===== src/rtl/sw_pkg.sv =====
// Shared state encoding and default timing constants for the stop-watch
// control front end.
package sw_pkg;

  typedef enum logic [1:0] {
    IDLE  = 2'd0,
    RUN   = 2'd1,
    PAUSE = 2'd2,
    LAP   = 2'd3
  } sw_state_t;

  // 50 MHz system clock: 100 Hz count enable, 20 ms debounce window.
  localparam int SW_DIV_DEF       = 500000;
  localparam int SW_DB_CYCLES_DEF = 1000000;

endpackage


===== src/rtl/sw_debounce.sv =====
// Push-button conditioner: 2-flop synchroniser, stability counter, and a
// one-cycle press pulse on each accepted rising level.
module sw_debounce #(
  parameter int DB_CYCLES = 1000000
) (
  input  logic clk,
  input  logic rst,
  input  logic raw,
  output logic press
);

  localparam int CW = (DB_CYCLES > 1) ? $clog2(DB_CYCLES) : 1;
  localparam logic [CW-1:0] CNT_LAST = CW'(DB_CYCLES - 1);

  logic          sync_p0;
  logic          sync_p1;
  logic          stable;
  logic          stable_d;
  logic [CW-1:0] cnt;

  always_ff @(posedge clk) begin
    if (rst) begin
      sync_p0  <= 1'b0;
      sync_p1  <= 1'b0;
      stable   <= 1'b0;
      stable_d <= 1'b0;
      cnt      <= '0;
    end else begin
      sync_p0  <= raw;
      sync_p1  <= sync_p0;
      stable_d <= stable;
      // A new level is accepted only after DB_CYCLES disagreeing samples in a row.
      if (sync_p1 == stable) begin
        cnt <= '0;
      end else if (cnt == CNT_LAST) begin
        stable <= sync_p1;
        cnt    <= '0;
      end else begin
        cnt <= cnt + CW'(1);
      end
    end
  end

  assign press = stable & ~stable_d;

endmodule


===== src/rtl/sw_ctrl.sv =====
// Stop-watch control front end: debounced buttons, run/pause/lap FSM,
// tick prescaler and chain clear. Lap view is built in when SW_LAP_EN is defined.
module sw_ctrl
  import sw_pkg::*;
#(
  parameter int DIV       = SW_DIV_DEF,
  parameter int DB_CYCLES = SW_DB_CYCLES_DEF
) (
  input  logic       clk,
  input  logic       rst,
  input  logic       btn_ss,
  input  logic       btn_cl,
  output logic       tick,
  output logic       clr,
  output logic       hold,
  output logic [1:0] state
);

  localparam int PW = $clog2(DIV);
  localparam logic [PW-1:0] PRE_LAST = PW'(DIV - 1);

  sw_state_t     state_q;
  sw_state_t     state_nxt;
  logic          clr_q;
  logic          clr_nxt;
  logic [PW-1:0] pre;
  logic          ev_ss;
  logic          ev_cl;
  logic          counting;

  sw_debounce #(.DB_CYCLES(DB_CYCLES)) u_db_ss (
    .clk   (clk),
    .rst   (rst),
    .raw   (btn_ss),
    .press (ev_ss)
  );

  sw_debounce #(.DB_CYCLES(DB_CYCLES)) u_db_cl (
    .clk   (clk),
    .rst   (rst),
    .raw   (btn_cl),
    .press (ev_cl)
  );

  // Start/stop takes priority; a clear/lap press in the same cycle is dropped.
  always_comb begin
    state_nxt = state_q;
    clr_nxt   = 1'b0;
    if (ev_ss) begin
      case (state_q)
        IDLE, PAUSE: state_nxt = RUN;
        default:     state_nxt = PAUSE;
      endcase
    end else if (ev_cl) begin
      case (state_q)
        IDLE: clr_nxt = 1'b1;
        PAUSE: begin
          state_nxt = IDLE;
          clr_nxt   = 1'b1;
        end
`ifdef SW_LAP_EN
        RUN: state_nxt = LAP;
        LAP: state_nxt = RUN;
`endif
        default: ;
      endcase
    end
  end

  always_ff @(posedge clk) begin
    if (rst) begin
      state_q <= IDLE;
      clr_q   <= 1'b0;
    end else begin
      state_q <= state_nxt;
      clr_q   <= clr_nxt;
    end
  end

  assign counting = (state_q == RUN) || (state_q == LAP);

  // PAUSE keeps the fractional phase so resuming does not lose sub-tick time.
  always_ff @(posedge clk) begin
    if (rst) begin
      pre <= '0;
    end else if (counting) begin
      pre <= (pre == PRE_LAST) ? '0 : pre + PW'(1);
    end else if (state_q == IDLE) begin
      pre <= '0;
    end
  end

`ifdef SW_LAP_EN
  logic hold_q;

  always_ff @(posedge clk) begin
    if (rst) begin
      hold_q <= 1'b0;
    end else begin
      hold_q <= (state_nxt == LAP);
    end
  end

  assign hold = hold_q;
`else
  assign hold = 1'b0;
`endif

  assign tick  = counting & (pre == PRE_LAST);
  assign clr   = clr_q;
  assign state = state_q;

endmodule


===== config.mk =====
export PLATFORM = sky130hd
export DESIGN_NAME = sw_ctrl
export DESIGN_NICKNAME = d
export VERILOG_FILES = /design/src/rtl/sw_pkg.sv /design/src/rtl/sw_debounce.sv /design/src/rtl/sw_ctrl.sv
export SDC_FILE = /design/constraint.sdc
export NUM_CORES = 1
export LEC_CHECK = 0
export CELL_PAD_IN_SITES_DETAIL_PLACEMENT = 1
export CELL_PAD_IN_SITES_GLOBAL_PLACEMENT = 1
export CORE_MARGIN = 1
export CORE_UTILIZATION = 44
export CTS_BUF_LIST = sky130_fd_sc_hd__clkbuf_4 sky130_fd_sc_hd__clkbuf_8
export DETAILED_ROUTE_END_ITERATION = 8
export PLACE_DENSITY = 0.82
export SLEW_MARGIN = 20
export SYNTH_ARGS = -nofsm -noshare
export SYNTH_HDL_FRONTEND = slang
export SYNTH_HIERARCHICAL = 1
export SYNTH_SLANG_ARGS = --single-unit

===== constraint.sdc =====
create_clock -name clk -period 2.1 [get_ports clk]
set_input_delay 0.42 -clock clk [delete_from_list [all_inputs] [get_ports clk]]
set_output_delay 0.42 -clock clk [all_outputs]
set_load 0.01 [all_outputs]

# Word-level counts from Yosys, hierarchy flattened
# Index checks and enable logic that the tools add are counted.
[totals]
ff_bits = 70
inputBits = 4
[op_classes]
n_addsub = 3
eq_ne = 8
n_mux = 8
n_bitwise = 8
reduce_logical = 12
[ops]
columns = ["operator", "n"]
rows = [
  ["19-bit 2-to-1 mux", 3],
  ["20-bit by 1-bit adder with 20-bit output, second input constant", 2],
  ["20-bit equality test, second input constant", 2],
  ["19-bit by 1-bit adder with 19-bit output, second input constant", 1],
  ["19-bit equality test, second input constant", 1],
  ["3-bit OR reduction", 3],
  ["2-bit 2-to-1 mux", 4],
  ["2-bit AND reduction", 3],
  ["2-bit nonzero test", 3],
  ["1-bit inverter", 5],
  ["2-bit equality test, second input constant", 2],
  ["1-bit AND", 3],
  ["1-bit equality test", 2],
  ["2-bit by 1-bit equality test with 1-bit output, second input constant", 1],
  ["2-bit zero test", 1],
  ["2-bit OR reduction", 1],
  ["1-bit logical OR", 1],
  ["1-bit 2-to-1 mux", 1],
]

# Longest topological paths before layout
# Gate-level depths: netlist (run 1).
[logic_depth]
ltp_word = 4
mapped_depth = 7
ltp_nobuf = 6

# By module
# Netlist (run 1), hierarchy kept.
[modules_own_cells]
columns = ["module", "n_inst", "cells_each", "area_each_um2"]
rows = [
  ["sw_debounce", 2, 116, 1048.5],
  ["sw_ctrl", 1, 156, 1197.4],
]

# Worst setup path before layout (run 1)
# No wires, ideal clock.
[synth_timing]
path_type = "reg-to-output"
from = "register pre[14]"
to = "output port tick"
arrival_ns = 1.678
required_time_ns = 1.680
setup_slack_ns = 0.002
stages_incl_launch_ff = 5
path_cell_list = "dfxtp_1 or4_1 or4_1 nor2_1 and2_1"
[synth_via]
elab_chain_cells = 2
[synth_lines]
columns = ["item", "line", "rtl"]
rows = [
  ["start, declared", "sw_ctrl.sv:26", "logic [PW-1:0] pre;"],
  ["start signal, assigned", "sw_ctrl.sv:87", "pre <= (pre == PRE_LAST) ? '0 : pre + PW'(1);"],
  ["19-bit equality test", "sw_ctrl.sv:109", "assign tick = counting & (pre == PRE_LAST);"],
  ["1-bit AND", "sw_ctrl.sv:109", ""],
  ["end, declared", "sw_ctrl.sv:13", "output logic tick,"],
]
# No other way between the ends.

# Worst setup path in the final report (run 1)
[layout_timing]
from = "register pre[9]"
to = "output port tick"
# Same word-level chain as after synthesis.

==> flow_summary.ini, run 1 <==
[cells_and_area]
final_util = 0.555
drive_above_1_share = 0.212
nNetsFinal = 446
syn2layout_area_growth_pct = 22.1
fin_cells = 542
final_common_cell = dfxtp_1
diodes = 0
final_cell_mix = dfxtp_1, buf_4, nor2_1

[global_routing]
overflow = 0
grt_pass1_wl_um = 14400
antenna_found_initial = 0
grt_max_degree = 20
grt_pass1_vias = 3136
grtUsageTotal = 0.245

[cts]
clock_path_buffers = 2
cts_tree = done
clock_latency_ns = 0.35
cts_root_buffer = clkbuf_8
clkTransAtPathRegs_ns = 0.08
cts_made_buffers = 9
cts_max_level = 3
cts_sinks = 70

[floorplan]
fp-row-count = 31
boundaryPins = 9
dieArea_sq_um = 7840
die_w_um = 88.5
core_sq_um = 7250
start_util = 0.454
die_h_um = 88.5

[sta]
fin_tns_setup_ns = -0.614
clock.fmax_ghz = 0.411
worstMarginPinSlew_ns = 0.603
setup_violations = 8
rsz0062_at_grt = yes
fin_ws_ns = -0.332
period_needed_ns = 2.43
finalHoldViolations = 0
max_slew_margin = 0.592
drv_slew = 0
finClkSkew_ns = 0.00807
fin_crit_sh = 1.16

[yosys]
synth_area_leaders = dfxtp_1, xnor2_1, nor2_1
synth_ff_type = dfxtp_1
synth_nets = 395
yosys.area.top_type = dfxtp_1
synth.avg_cell_area_sq_um = 8.49
synth_cell_types = 50
async_flop_share = 0
syn_area_sq_um = 3290
synth_edf_count = 0
synth_top_cell_area_share = 0.425
synth-seq-cells = 70
netlist_instances = 388
ys_warn_count = 6
synth-seq-area-share = 0.425

[setup_path]
crit_fanout = 2
worstPathRequired_ns = 1.68
cp-start-kind = flip-flop
worst_r2r_path_depth = 11
worst-setup-path-type = flip-flop to primary output
arrival_ns = 2.01
crit_path_end_kind = primary output

[routing]
drt-vias-per-instance = 5.57
dr.pass1.iters = 4
routed_wl_um = 8760
wl_per_cell_um = 16.2
drt.antenna.violating_nets = 0
route.detailed.drc = 0
first_iter_violations = 117
dr_total_vias = 3018

[placement]
place_inst = 519
port-buffer-count = 7
dp_hpwl_um = 6050
dp_slack_ns = -0.560
gp_congestion = 0.767

[job]
cap_violations = 0

[min_path]
holdPathStages = 1
hold_path.class = flip-flop to flip-flop

[power_and_ir_drop]
powerDensity_nw_per_um2 = 618
vdd_drop_max_mv = 0.552
p_leak_nw = 1.37

[status]
status = finished, violations left
violations = setup timing
[state kept, by name, indices dropped and copies added (netlist names)]
signal            flops
u_db_ss/stable        1
u_db_ss/sync_p1       1
u_db_cl/sync_p0       1
pre                  19
u_db_ss/sync_p0       1
u_db_cl/stable_d      1
u_db_ss/cnt          20
clr                   1
u_db_ss/stable_d      1
state                 2
u_db_cl/stable        1
u_db_cl/cnt          20
u_db_cl/sync_p1       1
[final timing paths]
kind                   startpoint         endpoint  slack (ns)
setup / recovery           pre[9]             tick       -0.33
hold / removal    u_db_ss/sync_p0  u_db_ss/sync_p1        0.46
setup reg to reg           pre[9]           pre[5]       -0.11
hold reg to reg   u_db_ss/sync_p0  u_db_ss/sync_p1        0.46
[cells in the mapped netlist, drive strengths merged, types with 3 or more instances]
library cell / instances
ha: 3
or2: 4
nand3: 29
nand3b: 4
nor3: 12
nor2: 40
a21oi: 23
nor4b: 5
nor2b: 11
inv: 11
o21ai: 16
xor2: 10
xnor2: 20
and4: 4
buf: 6
nand2: 40
nor4: 4
clkbuf: 10
or4: 11
or3: 21
nand4: 7
dfxtp: 70
o31ai: 4
[what timing repair did]
action                                  4_1_cts  5_1_grt
setup buffers                                11        0
pin swaps                                     5        3
hold buffers                                  0        0
gates resized for setup                      19        6
endpoints found under the setup margin       20       15
[worst max-delay path: stages, from the launching register on]
cell and delay (ns):
dfxtp_2 0.33, or4_4 0.53, or4_4 0.44, nor2_4 0.10, and2_1 0.13, buf_2 0.13
[metal layers]
metal,vias to the layer above,track usage,routed length (um)
met4,0,0.126,172
met3,18,0.0392,193
met2,46,0.448,4540
met5,-,0,0
met1,1487,0.273,3850
li1,1467,-,-
[kinds of logic (layout without fill, tap and decap cells)]
| kind of cell | after synthesis | count (layout) | share of synthesized area |
|---|---|---|---|
| XOR/XNOR | 30 | 30 | 0.0798 |
| AND/OR/NAND/NOR | 200 | 200 | 0.335 |
| multiplexers | 4 | 4 | 0.0129 |
| other | 1 | 1 | 0.00114 |
| adder cells (fa/ha/maj) | 3 | 3 | 0.0114 |
| buffers and inverters | 27 | 82 | 0.0395 |
| AO/OA/AOI/OAI | 53 | 53 | 0.0953 |
| flip-flops | 70 | 70 | 0.425 |
[final cells by class]
class,count,area [sq um]
clock buffers,10,138
clock inverters,5,58.8
fillers,896,3230
inverters,11,41.3
multi-input cells,291,1800
flip-flops and latches,70,1400
well taps,99,124
repair buffers,56,455
[where the power goes]
part	switching (mW)	internal, mW	total [mW]
registers	0.00227	1.33	1.33
logic	0.0201	0.0164	0.0364
clock network	0.539	0.576	1.12
total	0.562	1.92	2.49
[per-stage QoR]
stage	power, mW	hold slack [ns]	cell area [sq um]
2_1_floorplan	1.38	0.414	3290
6_report	2.49	0.459	4020
3_3_place_gp	1.40	0.422	3710
5_1_grt	2.56	0.466	4020
3_5_place_dp	1.40	0.442	3710
4_1_cts	2.50	0.460	4020
No activity file was read; power rests on OpenSTA's default activity.
==> inputs of run 2 (changes only) <==
- CORE_UTILIZATION: 44 -> 34
- PLACE_DENSITY: 0.82 -> 0.67
- REMOVE_ABC_BUFFERS: not set -> 1
- SLEW_MARGIN: 20 -> not set
==> flow_summary.ini, run 2 (same netlist as run 1, synthesis figures left out) <==
[status]
status = finished, violations left
violations = setup timing

[cts]
cts_made_buffers = 9
cts_sinks = 70
clock_path_buffers = 2
cts_tree = done
cts_max_level = 3
cts_root_buffer = clkbuf_8
clkTransAtPathRegs_ns = 0.08
clock_latency_ns = 0.36

[floorplan]
die_w_um = 100
dieArea_sq_um = 10100
boundaryPins = 9
start_util = 0.353
fp-row-count = 35
die_h_um = 100
core_sq_um = 9330

[setup_path]
crit_chain = or4_4, or4_4, nor2_4, and2_1, buf_2
cp_top_family = simple AND/OR/NAND/NOR gates
crit_fanout = 2
cpPeakStageDelay_ns = 0.54
worstPathRequired_ns = 1.68
path_common_cell = or4_4
crit_path_end_kind = primary output
path_buf_inv = 1
worst_r2r_endpoint = u_db_cl/cnt[18]
crit_path_top_delay_cell = or4_4
crit_cells = 5
worst-setup-path-type = flip-flop to primary output
cp-start-kind = flip-flop
arrival_ns = 2.06
worst_r2r_path_depth = 5
regToRegSetupSlack_ns = 0.11
rr_startpoint = u_db_cl/cnt[1]

[cells_and_area]
nNetsFinal = 437
diodes = 0
final_util = 0.426
final_common_cell = dfxtp_1
n_fill_cell = 1108
drive_above_1_share = 0.189
top_regs = u_db_cl/cnt (20), u_db_ss/cnt (20), pre (19)
final_cell_mix = dfxtp_1, nor2_1, buf_4
syn2layout_area_growth_pct = 20.7

[min_path]
min-delay-start = u_db_ss/sync_p0
holdPathStages = 1
hold_path.class = flip-flop to flip-flop
hold_path_end = u_db_ss/sync_p1

[power_and_ir_drop]
p_leak_nw = 1.32
p_int_mw = 1.91
comb_power_share = 0.014
clockPowerShare = 0.454
swShare = 0.237
p_seq_frac = 0.533
powerDensity_nw_per_um2 = 629
vdd_drop_max_mv = 0.351
power_switching_mw = 0.594

[global_routing]
grt_max_degree = 23
grt_pass1_wl_um = 13600
antenna_found_initial = 0
grt_pass1_vias = 2957
grtUsageTotal = 0.172
overflow = 0

[sta]
clock.fmax_ghz = 0.403
finClkSkew_ns = 0.0103
period_needed_ns = 2.48
fin_ws_ns = -0.382
fin_crit_sh = 1.18
fin_tns_setup_ns = -0.382
drv_slew = 0
setup_violations = 1
rsz0062_at_grt = yes
finalHoldViolations = 0

[routing]
routed_wl_um = 7850
first_iter_violations = 83
drt.antenna.violating_nets = 0
top_layer = met4
drt-met1-wl_um = 3570
route.detailed.drc = 0
dr_total_vias = 2869
wl_met3_um = 215
drt-vias-per-instance = 5.09
met2_length_um = 3920
wl_per_cell_um = 13.9
dr.pass1.iters = 4

[placement]
port-buffer-count = 7
dp_hpwl_um = 5600
gp_congestion = 0.817

[job]
cap_violations = 0
==> run 2: cell types whose count changed in the layout (fill, tap and decap cells not counted), moves of 2 or more <==
| cell | change |
|---|---|
| buf_4 | -4 |
| or3_4 | -2 |
| or3_1 | +2 |
| clkinv_4 | +3 |
| buf_6 | -6 |
==> run 2: layer usage <==
layer | track usage | vias up
met3 | 0.0543 | 10
met4 | 0.0635 | 0
met5 | 0 | -
li1 | - | 1443
met1 | 0.203 | 1385
met2 | 0.293 | 31
==> run 2: power groups by stage <==
stage	logic (mW)	registers, mW	clock network [mW]
6_report	0.0340	1.33	1.14
5_1_grt	0.0375	1.33	1.24
4_1_cts	0.0344	1.33	1.19
3_5_place_dp	0.0343	1.36	0
3_3_place_gp	0.0333	1.36	0
2_1_floorplan	0.0115	1.36	0
==> run 2: through the flow <==
| step | hold WS [ns] | power (mW) | instance area (sq um) | cells | setup WS [ns] |
|---|---|---|---|---|---|
| floorplan | 0.414 | 1.38 | 3210 | 372 | 0.00179 |
| global placement | 0.424 | 1.40 | 3740 | 547 | -0.489 |
| detailed placement | 0.431 | 1.40 | 3740 | 547 | -0.550 |
| CTS | 0.453 | 2.55 | 3970 | 564 | -0.403 |
| global route | 0.471 | 2.61 | 3980 | 564 | -0.461 |
| finish | 0.446 | 2.50 | 3980 | 564 | -0.382 |
==> run 2: area by class of cell <==
type | count | area (sq um) | area share
clock inverters | 7 | 81.3 | 0.0205
clock buffers | 9 | 124 | 0.0312
repair buffers | 47 | 378 | 0.0950
flip-flops and latches | 70 | 1400 | 0.353
well taps | 129 | 161 | 0.0406
inverters | 11 | 41.3 | 0.0104
multi-input cells | 291 | 1790 | 0.450
==> run 2: how the worst max path moves through the flow <==
stage	startpoint	end	slack [ns]
CTS	pre[5]	tick	-0.40
floorplan	pre[14]	tick	0.002
global placement	pre[14]	tick	-0.49
global route	pre[5]	tick	-0.46
finish	pre[5]	tick	-0.38
detailed placement	pre[14]	tick	-0.55
==> run 2: what timing repair did <==
item / 4_1_cts / 5_1_grt
hold buffers: 0 / 0
endpoints found under the setup margin: 3 / 39
pin swaps: 4 / 0
setup buffers: 1 / 0
gates resized for setup: 10 / 3
